$ cat src/rtl/bitwise_logic_pipe.sv
// Two-stage valid/ready bitwise logic unit: eight per-bit ops with zero/negative flags.
// S1 captures operands, S2 captures the computed result and flags.
module bitwise_logic_pipe #(
  parameter int unsigned WIDTH = 64
) (
  input  logic             clk,
  input  logic             reset,
  input  logic             in_valid,
  output logic             in_ready,
  input  logic [WIDTH-1:0] a,
  input  logic [WIDTH-1:0] b,
  input  logic [2:0]       op,
  output logic             out_valid,
  input  logic             out_ready,
  output logic [WIDTH-1:0] result,
  output logic             flag_z,
  output logic             flag_n
);

  typedef enum logic [2:0] {
    OP_AND  = 3'b000,
    OP_OR   = 3'b001,
    OP_XOR  = 3'b010,
    OP_NOR  = 3'b011,
    OP_BIC  = 3'b100,
    OP_ORN  = 3'b101,
    OP_EON  = 3'b110,
    OP_PASS = 3'b111
  } op_e;

  logic             s1_valid;
  logic [WIDTH-1:0] s1_a;
  logic [WIDTH-1:0] s1_b;
  op_e              s1_op;
  logic             s2_valid;
  logic             s1_ready;
  logic             s2_ready;
  logic [WIDTH-1:0] s1_res;

  // A stage may load when it is empty or its contents move on this edge.
  assign s2_ready  = !s2_valid | out_ready;
  assign s1_ready  = !s1_valid | s2_ready;
  assign in_ready  = s1_ready & reset;
  assign out_valid = s2_valid;

  always_comb begin
    s1_res = s1_b;
    unique case (s1_op)
      OP_AND:  s1_res = s1_a & s1_b;
      OP_OR:   s1_res = s1_a | s1_b;
      OP_XOR:  s1_res = s1_a ^ s1_b;
      OP_NOR:  s1_res = ~(s1_a | s1_b);
      OP_BIC:  s1_res = s1_a & ~s1_b;
      OP_ORN:  s1_res = s1_a | ~s1_b;
      OP_EON:  s1_res = s1_a ^ ~s1_b;
      OP_PASS: s1_res = s1_b;
      default: s1_res = s1_b;
    endcase
  end

  always_ff @(posedge clk) begin
    if (!reset) begin
      s1_valid <= 1'b0;
      s1_a     <= '0;
      s1_b     <= '0;
      s1_op    <= OP_AND;
      s2_valid <= 1'b0;
      result   <= '0;
      flag_z   <= 1'b0;
      flag_n   <= 1'b0;
    end else begin
      if (s1_ready) begin
        s1_valid <= in_valid;
        if (in_valid) begin
          s1_a  <= a;
          s1_b  <= b;
          s1_op <= op_e'(op);
        end
      end
      // Result/flags only change when a real operation advances, so they hold under stall.
      if (s2_ready) begin
        s2_valid <= s1_valid;
        if (s1_valid) begin
          result <= s1_res;
          flag_z <= (s1_res == '0);
          flag_n <= s1_res[WIDTH-1];
        end
      end
    end
  end

endmodule

$ cat config.mk
export PLATFORM = sky130hd
export DESIGN_NAME = bitwise_logic_pipe
export DESIGN_NICKNAME = d
export VERILOG_FILES = /design/src/rtl/bitwise_logic_pipe.sv
export SDC_FILE = /design/constraint.sdc
export NUM_CORES = 1
export LEC_CHECK = 0
export BUFFER_PORTS_ARGS = -buffer_cell sky130_fd_sc_hd__buf_2
export CORE_ASPECT_RATIO = 1.2
export CORE_UTILIZATION = 50
export CTS_BUF_LIST = sky130_fd_sc_hd__clkbuf_16
export CTS_CLUSTER_DIAMETER = 200
export DETAILED_ROUTE_END_ITERATION = 6
export GPL_TIMING_DRIVEN = 0
export PLACE_DENSITY = 0.72
export SLEW_MARGIN = 10
export SYNTH_ARGS = -nofsm -noshare
export SYNTH_HDL_FRONTEND = slang
export SYNTH_SLANG_ARGS = --single-unit
export TNS_END_PERCENT = 5
$ cat constraint.sdc
create_clock -name clk -period 3.08 [get_ports clk]
set_input_delay 0.308 -clock clk [delete_from_list [all_inputs] [get_ports clk]]
set_output_delay 0.308 -clock clk [all_outputs]
set_load 0.02 [all_outputs]
# Yosys cells after proc, flatten, opt, wreduce, memory -nomap -nowiden
# Cells that the tools add are included.
[totals] wordCells=33 ff_bits=199 inputBits=135 output_inout_bits=68
[op_classes] muxes=1 reduce_logical=6 bitwise=11 n_eq_ne=7
[op_table] op="64-bit case mux with 8 select lines" count=1
[op_table] op="64-bit bitwise AND" count=2
[op_table] op="64-bit NOT" count=2
[op_table] op="64-bit bitwise OR" count=2
[op_table] op="64-bit bitwise XOR" count=2
[op_table] op="64-bit zero test" count=1
[op_table] op="3-bit equality test, second input constant" count=4
[op_table] op="3-bit by 2-bit equality test with 1-bit output, second input constant" count=2
[op_table] op="2-bit AND reduction" count=2
[op_table] op="3-bit by 1-bit equality test with 1-bit output, second input constant" count=1
[op_table] op="3-bit zero test" count=1
[op_table] op="1-bit zero test" count=2
[op_table] op="1-bit bitwise OR" count=2
[op_table] op="1-bit bitwise AND" count=1

# Logic depth before layout (Yosys ltp)
# Gate-level depths: netlist of the first run.
[logic_depth] depth_word=4 ltp_mapped=12 mapped_depth_nobuf=7

# Worst setup path before layout of the first run
# No wires, ideal clock.
[synth_timing] kind="register to register" start="reg s1_op[2]" end="reg flag_z" t_required_ns=3.011 setup_slack_ns=1.047 stages_incl_launch_ff=11 period_less_slack_ns=2.033 arrival_ns=1.964 setup_ns=0.069 path_buffers=3 path_cell_list="dfxtp_1 -> buf_6 -> buf_8 -> buf_8 -> nor2_2 -> a211o_1 -> o41ai_2 -> o211ai_1 -> nor4_1 -> nand4_1 -> o21ai_1"
[synth_between] elab_chain_cells=3 elab_cells_between_ends=10 cone_classes="eq/ne (7); mux (1); reduce/logical (2)"
[synth_rtl] element="from (decl)" line="34" source="op_e s1_op;"
[synth_rtl] element="from (signal assigned)" line="77" source="s1_op <= op_e'(op);"
[synth_rtl] element="3-bit equality test, or another cell as far along" line="48" source="unique case (s1_op)"
[synth_rtl] element="64-bit case mux with 8 select lines (*)" line="48"
[synth_rtl] element="64-bit zero test (*)" line="85" source="flag_z <= (s1_res == '0);"
[synth_rtl] element="to (signal assigned)" line="85"
[synth_rtl] element="to (decl)" line="16" source="output logic flag_z,"
# Every way passes the cells marked *; elsewhere a longest branch is shown, timed or not.
# A chain may end at the register's enable or synchronous reset.

# Final worst setup path of the first run
# Ends and elaborated chain as after synthesis.

==> results of run 1 <==
==> layout by cell type (no fill, tap or decap), drive strengths merged, types with 4 or more instances in the layout <==
cell     instances
clkinv           5
xnor2           54
nor2b            9
a22o            12
buf            283
clkbuf         139
a211oi          29
o311ai          14
a21boi         178
nor2            58
o311a            8
o21ai           36
or4b            20
nor4            20
a31oi           27
a221oi           9
nand3           26
xor2            57
nor3            65
or3             37
inv             10
nor4b           43
a311o           16
maj3            45
nand2          361
dfxtp          198
o31ai           12
a21o            21
a21oi           24
and2            27
o22a             5
o2111ai          5
o211ai           4
o22ai           22
a32oi            7
==> where the power goes <==
part | internal [mW] | switching (mW) | total [mW]
sequential | 2.69 | 0.132 | 2.82
clock | 1.21 | 1.13 | 2.33
combinational | 0.622 | 1.06 | 1.69
total | 4.52 | 2.32 | 6.84
==> per-layer routing <==
metal | track usage, % | share of wire [%] | wire, µm | vias up
li1 | - | - | - | 6426
met1 | 50.7 | 38 | 21300 | 6619
met2 | 64.7 | 44 | 24300 | 936
met3 | 8.07 | 10 | 5660 | 245
met4 | 30.7 | 7.4 | 4100 | 0
met5 | 0 | 0 | 0 | -
==> area by class of cell <==
cell class | count | share of cell area (%)
Tap cell | 330 | 2.74
Clock buffer | 17 | 2.82
Multi-Input combinational cell | 1281 | 53.4
Clock inverter | 15 | 1.02
Buffer | 203 | 6.89
Inverter | 5 | 0.124
Sequential cell | 198 | 26.3
Timing Repair Buffer | 202 | 6.70
==> logic make-up after synthesis <==
logic type / Yosys count / share of synthesized area (%)
flops: 198 / 30.5
simple gates: 679 / 25.2
xor+xnor: 111 / 7.47
buf+inv: 211 / 8.06
fa+ha+maj: 45 / 3.46
compound gates: 446 / 25.3
==> sequential cells by signal (all words and copies together) (netlist names) <==
| signal | flops |
|---|---|
| s1_valid | 1 |
| s1_a | 64 |
| s1_op | 3 |
| out_valid | 1 |
| flag_z | 1 |
| s1_b | 64 |
| result | 64 |
==> tightest hold or removal path: stages <==
cell	delay, ps
buf_2	90
nand2_1	40
a21boi_0	60
==> path summary, 6_finish.rpt <==
kind	end	start	cells past startpoint
setup reg to reg	flag_z	s1_op[2]	11
setup / recovery	flag_z	s1_op[2]	11
hold / removal	s1_a[49]	a[49]	3
hold reg to reg	result[53]	result[53]	2
==> timing repair <==
action                     in CTS  in global routing
gates cloned                    0                  0
pin swaps                       1                  1
setup endpoints to repair       3                  9
gates resized for setup        16                 12
==> through the flow <==
| step | utilization, % | hold slack (ps) | setup WS [ps] | power (mW) |
|---|---|---|---|---|
| final | 59.1 | 80.0 | -123 | 6.84 |
| after global routing | 59.1 | 91.1 | -38.8 | 7.05 |
| after CTS | 58.9 | 82.5 | 31.2 | 6.76 |
| after detailed placement | 56.5 | 453 | -454 | 4.48 |
| after global placement | 56.5 | 443 | -430 | 4.45 |
| after floorplan | - | 447 | 1050 | 3.88 |
==> run_results.csv, run 1 <==
group,metric,value,unit
critical_path,critPathArrivalTime,3590,ps
critical_path,start_kind,"flip-flop",
critical_path,cp_max_fo,10,
grt,grt_pass1_vias,12900,
yosys,ys.flop_type,"dfxtp_1",
floorplanning,die_h,179,µm
layout,design_area,15100,µm²
yosys,synth_edf_count,0,
route,drtIter0Drc,1612,
clocking,path_clk_slew,90,ps
timing,rsz0062_at_grt,"true",
clocking,worstSkewPairLatency,460,ps
place,port_buffers,202,
clocking,root_buffer,"clkbuf_16",
min_path,hp-class,"input port to flip-flop",
clocking,tritoncts,"yes",
route,drc_errors,0,
critical_path,critPathMaxStageDelay,510,ps
timing,finalCritPeriodShare,104,%
yosys,ys_seq_area_share,30.5,%
route,via_per_inst,6.32,
layout,diodes,0,
yosys,syn_avg_cell_area,7.70,µm²
grt,grt_usage,41.5,%
timing,tns,-123,ps
floorplanning,rows,64,
clocking,cts_sinks,198,
place,placed_cells,2222,
place,hpwl,40200,µm
status,outcome,"finished with violations",
yosys,yosysWarnings,0,
clocking,cts_setup_buffers,0,
layout,nets,2043,
yosys,syn_area,13000,µm²
yosys,yosys.area.top_type,"dfxtp_1",
route,first_pass_iters,6,
critical_path,cp_common_cell,"buf_6",
route,wl,55400,µm
pwr,power.density,453,nW/µm²
layout,seq_area,3970,µm²
critical_path,crit_chain,"buf_6, buf_6, buf_4, buf_2, nor3_1, a21o_1, a211oi_1, o22ai_1, nor4_2, nand4_1, o21ai_1",
grt,grt_pass1_wl,80100,µm
timing,finClkSkew,21.2,ps
floorplanning,die-width,149,µm
route,wl_per_cell,24.6,µm
critical_path,path_class,"flip-flop to flip-flop",
critical_path,critPathSlowestCell,"dfxtp_2",
pwr,vdd_drop_max,0.309,mV
grt,grt_antenna_before_repair,0,
place,placed_area,14400,µm²
yosys,synth-seq-cells,198,
status,violations,"setup timing",
yosys,synthCells,1690,
yosys,yosysMostFrequentCell,"nand2_1",
grt,grt_max_degree,20,
timing,period_needed,3200,ps
floorplanning,core,25500,µm²
yosys,synth_commonest_cells,"nand2_1, dfxtp_1, a21boi_0, clkbuf_1, nor3_1",
yosys,yosys-top-cells-area,"dfxtp_1, nand2_1, a21boi_0, xor2_1, xnor2_1",
layout,drive_gt1_share,17.8,%
layout,instances_no_fill,2251,
clocking,max-clock-path-buffers,2,
timing,max_freq,312,MHz
clocking,hold_buffers,0,
yosys,syn_nets,1825,
floorplanning,pin_count,203,
timing,slew_headroom,21.8,%
timing,finalHoldViolCount,0,
critical_path,crit_buf_inv,4,
timing,drv_slew,0,
critical_path,cp-end-kind,"flip-flop",
clocking,cts_buffers,17,
job,cap_violations,0,
timing,setup-violations-final,1,
yosys,async_flop_share,0,%
critical_path,ff2ff_setup_slack,-120,ps
timing,setup_slack,-123,ps
layout,area_delta_synth_final,16.0,%
yosys,yosysUniqueCellTypes,59,
pwr,leakage,5.91,nW
route,antenna_left,0,
critical_path,crit_family,"buffers and inverters",
floorplanning,die_area,26700,µm²
layout,fillers,2425,
critical_path,worstPathRequired,3470,ps
place,place_congestion,1.02,
grt,grt_remaining_overflow,0,
layout,multi_input_area,8060,µm²
clocking,htreeDepth,4,
timing,tightest_slew,1170,ps
floorplanning,initial_core_util,50.9,%
route,num_vias,14200,
yosys,synth_top_area_share,30.5,%
(Power assumes the default switching activity.)
==> inputs of run 2 (changes only) <==
- CORE_ASPECT_RATIO: 1.2 -> unset
- CTS_BUF_LIST: sky130_fd_sc_hd__clkbuf_16 -> unset
==> run_results.csv, run 2 (same netlist as run 1, synthesis figures left out) <==
group,metric,value,unit
status,outcome,"finished with violations",
status,violations,"setup timing",
timing,finClkSkew,19.6,ps
place,port_buffers,202,
clocking,tritoncts,"yes",
floorplanning,rows,58,
floorplanning,core,25300,µm²
clocking,path_clk_slew,90,ps
floorplanning,initial_core_util,51.4,%
timing,finalCritPeriodShare,103,%
floorplanning,die_h,163,µm
clocking,htreeDepth,4,
critical_path,start_kind,"flip-flop",
route,antenna_left,0,
timing,tns,-97.1,ps
timing,max_freq,316,MHz
layout,seq_area,3970,µm²
grt,grt.met2_usage,60.3,%
layout,final_common_cell,"nand2_1",
place,placed_area,14400,µm²
layout,drive_gt1_share,18.1,%
critical_path,cp_max_fo,10,
critical_path,crit_family,"buffers and inverters",
route,drtIter0Drc,1788,
place,place_congestion,1.02,
layout,fillers,2421,
layout,multi_input_area,8070,µm²
critical_path,cp-end-kind,"flip-flop",
grt,grt_usage,41.8,%
grt,busiest_layer,"met2",
timing,period_needed,3160,ps
place,placed_cells,2222,
layout,nets,2044,
floorplanning,die-width,163,µm
timing,setup-violations-final,2,
grt,grt_max_degree,20,
layout,design_area,15100,µm²
route,num_vias,14200,
grt,grt.met1_usage,56.4,%
critical_path,cp_common_cell,"clkbuf_1",
clocking,cts_sinks,198,
route,drc_errors,0,
layout,area_delta_synth_final,15.9,%
critical_path,path_class,"flip-flop to flip-flop",
critical_path,critPathMaxStageDelay,690,ps
critical_path,critPathSlowestCell,"clkbuf_1",
job,cap_violations,0,
floorplanning,die_area,26700,µm²
layout,reg_top3,"result (64), s1_a (64), s1_b (64)",
layout,final_cell_mix,"nand2_1, buf_2, dfxtp_1",
clocking,worstSkewPairLatency,460,ps
pwr,leakage,5.90,nW
timing,setup_slack,-82.5,ps
pwr,power.density,451,nW/µm²
grt,grt_pass1_vias,12500,
clocking,cts_buffers,17,
clocking,root_buffer,"clkbuf_16",
grt,grt_pass1_wl,80500,µm
timing,tightest_slew,1080,ps
layout,instances_no_fill,2254,
route,first_pass_iters,6,
clocking,cts_setup_buffers,0,
timing,finalHoldViolCount,0,
timing,slew_headroom,27.8,%
grt,grt_antenna_before_repair,0,
route,wl,55700,µm
clocking,hold_buffers,0,
grt,met3_usage,11.5,%
clocking,max-clock-path-buffers,2,
pwr,vdd_drop_max,0.405,mV
floorplanning,pin_count,203,
pwr,finalPower,6.80,mW
critical_path,worstPathRequired,3480,ps
timing,drv_slew,0,
min_path,hp-class,"input port to flip-flop",
place,hpwl,40600,µm
timing,rsz0062_at_grt,"true",
route,wl_per_cell,24.7,µm
critical_path,crit_buf_inv,3,
clocking,ctsResizeCount,15,
critical_path,critPathArrivalTime,3560,ps
critical_path,crit_chain,"buf_2, clkbuf_1, clkbuf_1, a32oi_1, nor4_2, nand4_1, o21ai_1",
route,via_per_inst,6.29,
grt,grt_remaining_overflow,0,
[run 2: changes by cell type in the layout (fill, tap and decap cells not counted), sizes merged]
cell	previous run	this run
clkinv	5	2
diode	0	2
buf	283	286
clkbuf	139	138
bufinv	2	0
clkinvlp	3	5
clkdlybuf4s15	0	1
inv	10	11
[run 2: worst reg2reg max path: stages, from the launching register on]
cell	delay (ps)
dfxtp_1	300
buf_2	190
clkbuf_1	630
clkbuf_1	700
a32oi_1	440
nor4_2	530
nand4_1	160
o21ai_1	150
[run 2: layout make-up]
type	instances	area share, %
multi-input combinational	1281	53.5
sequential	198	26.3
buffer	204	6.93
timing repair buffer	202	6.70
clock buffer	19	2.94
tap	330	2.74
clock inverter	13	0.755
inverter	5	0.124
antenna	2	0.0332
[run 2: per-layer routing]
metal	wire, µm	share of wire, %
met1	23100	41
met2	22700	41
met3	6880	12
met4	3040	5.5
met5	0	0
[run 2: stage by stage]
stage | hold WS (ps) | setup WS, ps | utilization [%]
global route | 89.3 | -54.4 | 59.5
CTS | 88.8 | 13.7 | 59.4
floorplan | 447 | 1050 | -
detailed placement | 456 | -379 | 57.0
finish | 84.8 | -82.5 | 59.6
global placement | 443 | -393 | 57.0
[run 2: worst paths after layout]
kind                                 start          to  cells after the start  slack [ps]
worst max-delay path              s1_op[1]      flag_z                      7         -80
worst min-delay path                 b[24]    s1_b[24]                      3          80
worst max register to register    s1_op[1]      flag_z                      7         -80
worst min register to register  result[16]  result[16]                      2         460
[run 2: report_power, final]
part           leakage, nW  switching [mW]  internal [mW]
Sequential            1.62           0.137           2.69
Clock                0.260            1.19           1.08
Combinational         4.02            1.08          0.623
==> inputs of run 3 (changes only) <==
- clock period: 3.08 -> 3.1 ns (I/O delays scaled with it)
==> run_results.csv, run 3 (same netlist as run 1, synthesis figures left out) <==
group,metric,value,unit
status,outcome,"finished with violations",
status,violations,"setup timing",
layout,drive_gt1_share,17.9,%
place,post-place-ws,-359,ps
clocking,worstSkewPairLatency,470,ps
timing,holdWs,82.2,ps
clocking,tritoncts,"yes",
critical_path,cp-end-kind,"flip-flop",
clocking,cts_buffers,17,
pwr,power_switching,2.40,mW
floorplanning,pin_count,203,
timing,finalCritPeriodShare,102,%
critical_path,worstPathRequired,3500,ps
pwr,power.density,448,nW/µm²
route,antenna_left,0,
layout,nets,2044,
route,first_pass_iters,7,
critical_path,start_kind,"flip-flop",
pwr,leakage,5.89,nW
route,drtIter0Drc,1798,
layout,fin_util,59.6,%
min_path,hold_end,"s1_b[24]",
pwr,cellInternalPower,4.37,mW
critical_path,critPathArrivalTime,3580,ps
critical_path,cp_max_fo,10,
place,hpwl,40600,µm
route,drc_errors,0,
grt,grt_usage,41.8,%
critical_path,r2r.worst_path.cells,10,
critical_path,path_class,"flip-flop to flip-flop",
timing,tns,-73.3,ps
clocking,cts_setup_buffers,0,
min_path,hp-class,"input port to flip-flop",
grt,grt_pass1_vias,12500,
layout,reg_top3,"result (64), s1_a (64), s1_b (64)",
critical_path,r2r_start,"s1_op[2]",
grt,grt_remaining_overflow,0,
place,placed_area,14400,µm²
timing,tightest_slew,1130,ps
clocking,cts_sinks,198,
timing,rsz0062_at_grt,"true",
min_path,hold_start,"b[24]",
pwr,combPwrFrac,25.1,%
floorplanning,core,25300,µm²
place,placed_cells,2222,
route,via_per_inst,6.27,
timing,setup-violations-final,1,
layout,area_delta_synth_final,15.9,%
floorplanning,die_area,26700,µm²
floorplanning,initial_core_util,51.4,%
timing,drv_slew,0,
place,port_buffers,202,
grt,grt_antenna_before_repair,0,
grt,grt_max_degree,20,
clocking,max-clock-path-buffers,2,
critical_path,r2r_end,"flag_z",
floorplanning,rows,58,
pwr,power_frac_clock,33.5,%
place,place_congestion,1.02,
clocking,root_buffer,"clkbuf_16",
timing,finalHoldViolCount,0,
layout,design_area,15100,µm²
floorplanning,die-width,163,µm
timing,setup_slack,-73.3,ps
layout,final_cell_mix,"nand2_1, buf_2, dfxtp_1",
critical_path,cp-startpoint,"s1_op[2]",
job,cap_violations,0,
timing,finClkSkew,21.3,ps
pwr,finalPower,6.76,mW
pwr,vdd_drop_max,0.402,mV
critical_path,ff2ff_setup_slack,-70,ps
pwr,swShare,35.4,%
floorplanning,die_h,163,µm
timing,slew_headroom,24.9,%
route,wl,55800,µm
clocking,htreeDepth,4,
clocking,path_clk_slew,90,ps
route,num_vias,14100,
clocking,hold_buffers,0,
pwr,p_seq_share,41.5,%
timing,max_freq,315,MHz
grt,grt_pass1_wl,80500,µm
layout,final_common_cell,"nand2_1",
min_path,hold_path_depth,3,
timing,period_needed,3170,ps
route,wl_per_cell,24.8,µm
layout,instances_no_fill,2253,
[run 3: cell types whose count changed in the layout (fill, tap and decap cells not counted)]
| cell | delta |
|---|---|
| nor4_1 | -1 |
| dfxtp_1 | +2 |
| diode_2 | -1 |
| clkbuf_1 | +4 |
| a31oi_2 | +1 |
| buf_2 | -2 |
| dfxtp_2 | -2 |
| a31oi_1 | -1 |
| nor4_2 | +1 |
| clkbuf_4 | +1 |
| clkbuf_2 | -3 |
[run 3: critical path: stages (launching register included)]
cell and delay, ps:
dfxtp_1 560, buf_6 230, buf_4 250, buf_4 280, buf_4 320, nor3_1 110, a211oi_2 460, o22ai_1 250
nor4_2 330, nand4_1 150, o21ai_1 160
[run 3: worst max-delay path by stage]
stage,endpoint,slack [ps]
CTS,flag_z,2
floorplan,flag_z,1070
finish,flag_z,-70
detailed placement,flag_z,-360
global placement,flag_z,-370
global route,s1_op[1],-80
[run 3: area by class of cell]
| type | count | area, µm² |
|---|---|---|
| plain buffers | 204 | 1040 |
| clock buffers | 19 | 443 |
| clock inverters | 13 | 114 |
| diodes | 1 | 2.50 |
| inverters | 5 | 18.8 |
| multi-input cells | 1281 | 8080 |
| fillers | 2422 | 10200 |
| flip-flops and latches | 198 | 3960 |
| well taps | 330 | 413 |
| repair buffers | 202 | 1010 |
[run 3: power by group through the flow]
stage          logic (mW)  registers, mW  clock network, mW
3_3_place_gp         1.58           2.85                  0
2_1_floorplan        1.01           2.85                  0
6_report             1.69           2.81               2.26
5_1_grt              1.79           2.82               2.33
3_5_place_dp         1.60           2.86                  0
4_1_cts              1.62           2.80               2.23
[run 3: metal layers]
| metal | track usage [%] | vias to the layer above | wire length (µm) |
|---|---|---|---|
| met2 | 60.3 | 957 | 22700 |
| met3 | 11.5 | 207 | 7000 |
| met4 | 21.5 | 0 | 3230 |
| met5 | 0 | - | 0 |
| li1 | - | 6433 | - |
| met1 | 56.4 | 6533 | 22900 |
[run 3: timing repair]
action / in CTS / in global routing
setup endpoints to repair: 3 / 4
resized for setup: 13 / 16
pin swaps: 0 / 1
cloned: 0 / 0
